===== src/rtl/spi_reg_pkg.sv =====
// spi_reg_pkg: shared state encoding, command-byte layout and sizes for spi_reg_ctrl
package spi_reg_pkg;
  localparam int WIDTH = 8;
  localparam logic [1:0] ADDR_STATUS = 2'd3;
  localparam int CMD_WR_BIT = 7;
  localparam int CMD_CLR_BIT = 6;
  localparam int CMD_RSV_HI = 5;
  localparam int CMD_RSV_LO = 2;
  typedef enum logic [1:0] {IDLE, CMD, WRITE, READ} state_t;
endpackage


===== src/rtl/spi_reg_ctrl.sv =====
// spi_reg_ctrl: SPI byte-stream register file with burst read/write, status readback and sticky error
module spi_reg_ctrl #(
  parameter int WIDTH = 8,
  parameter int NRW = 3
) (
  input  logic                   clk,
  input  logic                   reset,
  input  logic                   cs_active,
  input  logic                   rx_valid,
  input  logic [WIDTH-1:0]       rx_data,
  output logic [WIDTH-1:0]       tx_data,
  input  logic [WIDTH-1:0]       status_in,
  output logic [NRW*WIDTH-1:0]   regs_out,
  output logic                   wr_stb,
  output logic [1:0]             wr_addr,
  output logic                   err,
  output logic                   busy
);
  import spi_reg_pkg::*;
  state_t state_q, state_d;
  logic [1:0] ptr_q, ptr_d, wr_addr_q, wr_addr_d, rd_a;
  logic [NRW-1:0][WIDTH-1:0] regs_q, regs_d;
  logic [WIDTH-1:0] tx_q, tx_d, rd_v;
  logic wr_stb_q, wr_stb_d, err_q, err_d, hold_q, hold_d;
  // the command byte reads its own address; bursts read at the pointer
  assign rd_a = (state_q == CMD) ? rx_data[1:0] : ptr_q;
  assign rd_v = (rd_a == ADDR_STATUS) ? status_in : regs_q[rd_a];
  always_comb begin
    state_d = state_q;
    ptr_d = ptr_q;
    regs_d = regs_q;
    tx_d = tx_q;
    wr_stb_d = 1'b0;
    wr_addr_d = wr_addr_q;
    err_d = err_q;
    hold_d = hold_q;
    case (state_q)
      IDLE: if (cs_active && !hold_q) begin
        state_d = CMD;
        tx_d = {err_q, {(WIDTH-1){1'b0}}};
      end
      CMD: if (rx_valid) begin
        if (|rx_data[CMD_RSV_HI:CMD_RSV_LO]) begin
          err_d = 1'b1;
          hold_d = 1'b1;
          state_d = IDLE;
        end else begin
          err_d = rx_data[CMD_CLR_BIT] ? 1'b0 : err_q;
          state_d = rx_data[CMD_WR_BIT] ? WRITE : READ;
          ptr_d = rx_data[CMD_WR_BIT] ? rx_data[1:0] : rx_data[1:0] + 2'd1;
          tx_d = rx_data[CMD_WR_BIT] ? tx_q : rd_v;
        end
      end
      WRITE: if (rx_valid) begin
        if (ptr_q != ADDR_STATUS) begin
          regs_d[ptr_q] = rx_data;
          wr_stb_d = 1'b1;
          wr_addr_d = ptr_q;
        end else begin
          err_d = 1'b1;
        end
        ptr_d = ptr_q + 2'd1;
      end
      READ: if (rx_valid) begin
        tx_d = rd_v;
        ptr_d = ptr_q + 2'd1;
      end
      default: state_d = IDLE;
    endcase
    // a byte arriving with the chip-select fall is still applied above
    if (!cs_active) begin
      state_d = IDLE;
      ptr_d = 2'd0;
      hold_d = 1'b0;
    end
  end
  always_ff @(posedge clk) begin
    if (reset) begin
      state_q <= IDLE;
      ptr_q <= '0;
      regs_q <= '0;
      tx_q <= '0;
      wr_stb_q <= 1'b0;
      wr_addr_q <= '0;
      err_q <= 1'b0;
      hold_q <= 1'b0;
    end else begin
      state_q <= state_d;
      ptr_q <= ptr_d;
      regs_q <= regs_d;
      tx_q <= tx_d;
      wr_stb_q <= wr_stb_d;
      wr_addr_q <= wr_addr_d;
      err_q <= err_d;
      hold_q <= hold_d;
    end
  end
  assign tx_data = tx_q;
  assign regs_out = regs_q;
  assign wr_stb = wr_stb_q;
  assign wr_addr = wr_addr_q;
  assign err = err_q;
  assign busy = (state_q != IDLE);
endmodule


===== config.mk =====
export PLATFORM = sky130hd
export DESIGN_NAME = spi_reg_ctrl
export DESIGN_NICKNAME = d
export VERILOG_FILES = /design/src/rtl/spi_reg_pkg.sv /design/src/rtl/spi_reg_ctrl.sv
export SDC_FILE = /design/constraint.sdc
export NUM_CORES = 1
export LEC_CHECK = 0
export ABC_AREA = 0
export CELL_PAD_IN_SITES_DETAIL_PLACEMENT = 1
export CELL_PAD_IN_SITES_GLOBAL_PLACEMENT = 1
export CORE_ASPECT_RATIO = 0.8
export CORE_MARGIN = 2
export CORE_UTILIZATION = 38
export CTS_BUF_LIST = sky130_fd_sc_hd__clkbuf_4
export DETAILED_ROUTE_END_ITERATION = 12
export PLACE_DENSITY_LB_ADDON = 0.1
export SLEW_MARGIN = 5
export SYNTH_ARGS = -nofsm -noshare
export SYNTH_HDL_FRONTEND = slang
export SYNTH_SLANG_ARGS = --single-unit

===== constraint.sdc =====
create_clock -name clk -period 4.85 [get_ports clk]
set_input_delay 0.7275 -clock clk [delete_from_list [all_inputs] [get_ports clk]]
set_output_delay 0.7275 -clock clk [all_outputs]
set_load 0.1 [all_outputs]

==> flow_summary.json <==
{
  "outcome": "finished, final reports clean",
  "whs_ns": 0.480,
  "post_cts_resized": 0,
  "dpl-instance-area_sq_um": 2590,
  "leakage_nw": 0.842,
  "synth_top_area_frac": 0.411,
  "vias": 1928,
  "fin_crit_ns": 3.18,
  "end_kind": "output pin",
  "fin_util": 0.526,
  "ant_nets": 0,
  "drt-pass1-iter-count": 4,
  "comb_power_share": 0.127,
  "io_pins": 57,
  "numCtsBuffers": 5,
  "synthTopCellsByArea": "dfxtp_1, a21oi_1, nand3_1, nand2_1, o32ai_2",
  "cts.clk_slew.worst_paths_ns": 0.12,
  "clockBufferDepth": 2,
  "p_per_area_nw_per_um2": 222,
  "fin_nets": 308,
  "drtIter0Drc": 116,
  "dp.cells": 339,
  "rrSetupSlack_ns": 2.44,
  "cap_viol_max_count": 0,
  "ir_worst_vdd_mv": 0.140,
  "fin_ws_ns": 1.67,
  "internal-power_mw": 0.429,
  "setup_viol": 0,
  "ctsHoldBuffers": 0,
  "ys_warn_count": 0,
  "io_buffers": 56,
  "clk_latency_ns": 0.34,
  "drt-wirelength-per-cell_um": 18.2,
  "cts_tree": "built",
  "finalHoldViolCount": 0,
  "r2r_start": "ptr_q[0]",
  "crit_start": "state_q[1]",
  "grt_usage": 0.217,
  "synthCells": 238,
  "rr_worst_depth": 5,
  "ys_top_cells_by_count": "dfxtp_1, nand2_1, a21oi_1",
  "min_delay_path_depth": 2,
  "grtUsageMet3": 0.0464,
  "final_area_sq_um": 2650,
  "first_global_vias": 1885,
  "syn-cell-area_sq_um": 2000,
  "yosys.cell_count.top_type": "dfxtp_1",
  "diodes": 0,
  "crit_path_end": "busy",
  "p_switching_mw": 0.159,
  "grt.busiest_layer": "met2",
  "area_growth_pct": 32.4,
  "vias_per_cell": 5.56,
  "avgSynthCellArea_sq_um": 8.40,
  "synth_edf_count": 0,
  "timing.rr.end": "regs_out[10]",
  "die_y_um": 68.9,
  "drive_above_1_share": 0.0737,
  "async_flop_share": 0,
  "hold_class": "reg2reg",
  "antenna_found_initial": 0,
  "critPathRequiredTime_ns": 4.12,
  "worst-setup-path-type": "reg2out",
  "switching_share": 0.270,
  "initial_core_util": 0.397,
  "period_share": 0.656,
  "crit_fanout": 15,
  "grtUsageMet2": 0.332,
  "hpwlAfterDp_mm": 4.82,
  "rows": 23,
  "totalWireLength_mm": 6.33,
  "cts-root-buf": "clkbuf_4",
  "pwr-share-clk": 0.292,
  "tns_ns": 0,
  "post_cts_buffers": 0,
  "synth_nets": 262,
  "core-area_sq_um": 5040,
  "power_mw": 0.588,
  "grt_start_max_net_pins": 35,
  "grt-ovfl-total": 0,
  "gp_congestion": 0.813,
  "crit_arrival_ns": 2.45,
  "finClkSkew_ns": 0.0100,
  "synth_flop_cell": "dfxtp_1",
  "synth_area_leader_cell": "dfxtp_1",
  "clock.fmax_ghz": 0.314,
  "die_x_um": 85.1,
  "die_area_sq_um": 5860,
  "grt_pass1_wl_mm": 9.72,
  "stdcell_count": 347,
  "startpoint_type": "register",
  "seqPwrFrac": 0.581,
  "slew_headroom": 0.331,
  "dp_slack_ns": 1.77,
  "cts_sinks": 41,
  "drc": 0,
  "final_max_slew_viol_count": 0,
  "rsz0062_at_grt": "no",
  "ys_seq_area_frac": 0.411,
  "htreeDepth": 2,
  "worstMarginPinSlew_ns": 1.00,
  "synthDistinctLibCells": 35,
  "synth_seq_cells": 41,
  "use_met1": 0.313
}
==> how the worst min path moves through the flow <==
stage / startpoint / endpoint / slack (ns)
after floorplan: hold_q / hold_q / 0.44
after global placement: regs_out[0] / regs_out[0] / 0.46
after detailed placement: tx_data[1] / tx_data[1] / 0.47
after CTS: tx_data[1] / tx_data[1] / 0.48
after global routing: regs_out[8] / regs_out[8] / 0.51
final: tx_data[2] / tx_data[2] / 0.48
==> layer usage <==
metal | wire (um) | part of all wire | vias up
met5 | 0 | 0 | -
li1 | - | - | 943
met1 | 3040 | 0.48 | 917
met3 | 506 | 0.080 | 5
met2 | 2740 | 0.43 | 63
met4 | 43 | 0.0068 | 0
==> cell families after synthesis <==
family | Yosys count | share of synthesized area
AND/OR/NAND/NOR | 79 | 0.192
flip-flops | 41 | 0.411
adder cells (fa/ha/maj) | 4 | 0.0250
XOR/XNOR | 2 | 0.00876
AO/OA/AOI/OAI | 71 | 0.246
multiplexers | 8 | 0.0538
buffers and inverters | 33 | 0.0638
==> worst max-delay path, stage by stage, from the launching register on <==
cell and delay, ns:
dfxtp_1 0.67, inv_1 0.21, nand2_1 0.10, clkdlybuf4s50_1 1.13
==> sequential cells by signal, indices dropped and copies added, names as in the netlist <==
register,count
ptr_q,2
tx_data,8
hold_q,1
state_q,2
wr_addr,2
regs_out,24
wr_stb,1
err,1
==> layout by cell type (no fill, tap or decap), types with 2 or more instances in the layout <==
cell type	Yosys	routed
clkinv_2	0	2
ha_1	4	4
o21ai_0	4	4
buf_4	0	2
a22o_1	3	3
nand2_1	31	31
a211oi_1	10	10
dfxtp_1	41	41
o32ai_2	5	5
mux4_2	2	2
nor3_1	2	2
nand3_1	26	26
nand2b_1	4	4
a21o_1	3	3
inv_1	14	14
mux2_2	2	2
o22ai_1	5	5
o21a_1	2	2
mux2i_1	4	4
a31oi_1	4	4
a21oi_1	29	29
clkbuf_4	0	6
xnor2_1	2	2
nor2b_1	2	2
a311oi_1	2	2
clkdlybuf4s50_1	0	56
nor2_1	7	7
==> power by group through the flow <==
stage          Sequential [mW]  Combinational (mW)  Clock [mW]
2_1_floorplan            0.357              0.0362           0
3_3_place_gp             0.349              0.0737           0
3_5_place_dp             0.349              0.0745           0
4_1_cts                  0.342              0.0747       0.179
5_1_grt                  0.342              0.0791       0.195
6_report                 0.342              0.0750       0.171
==> area by class of cell <==
cell class | instances | area [sq um]
Inverter | 14 | 52.6
Clock buffer | 6 | 45.0
Sequential cell | 41 | 821
Timing Repair Buffer | 58 | 576
Fill cell | 616 | 2390
Multi-Input combinational cell | 164 | 1070
Clock inverter | 2 | 10.0
Tap cell | 62 | 77.6
Power figures use the tool's default switching activity.
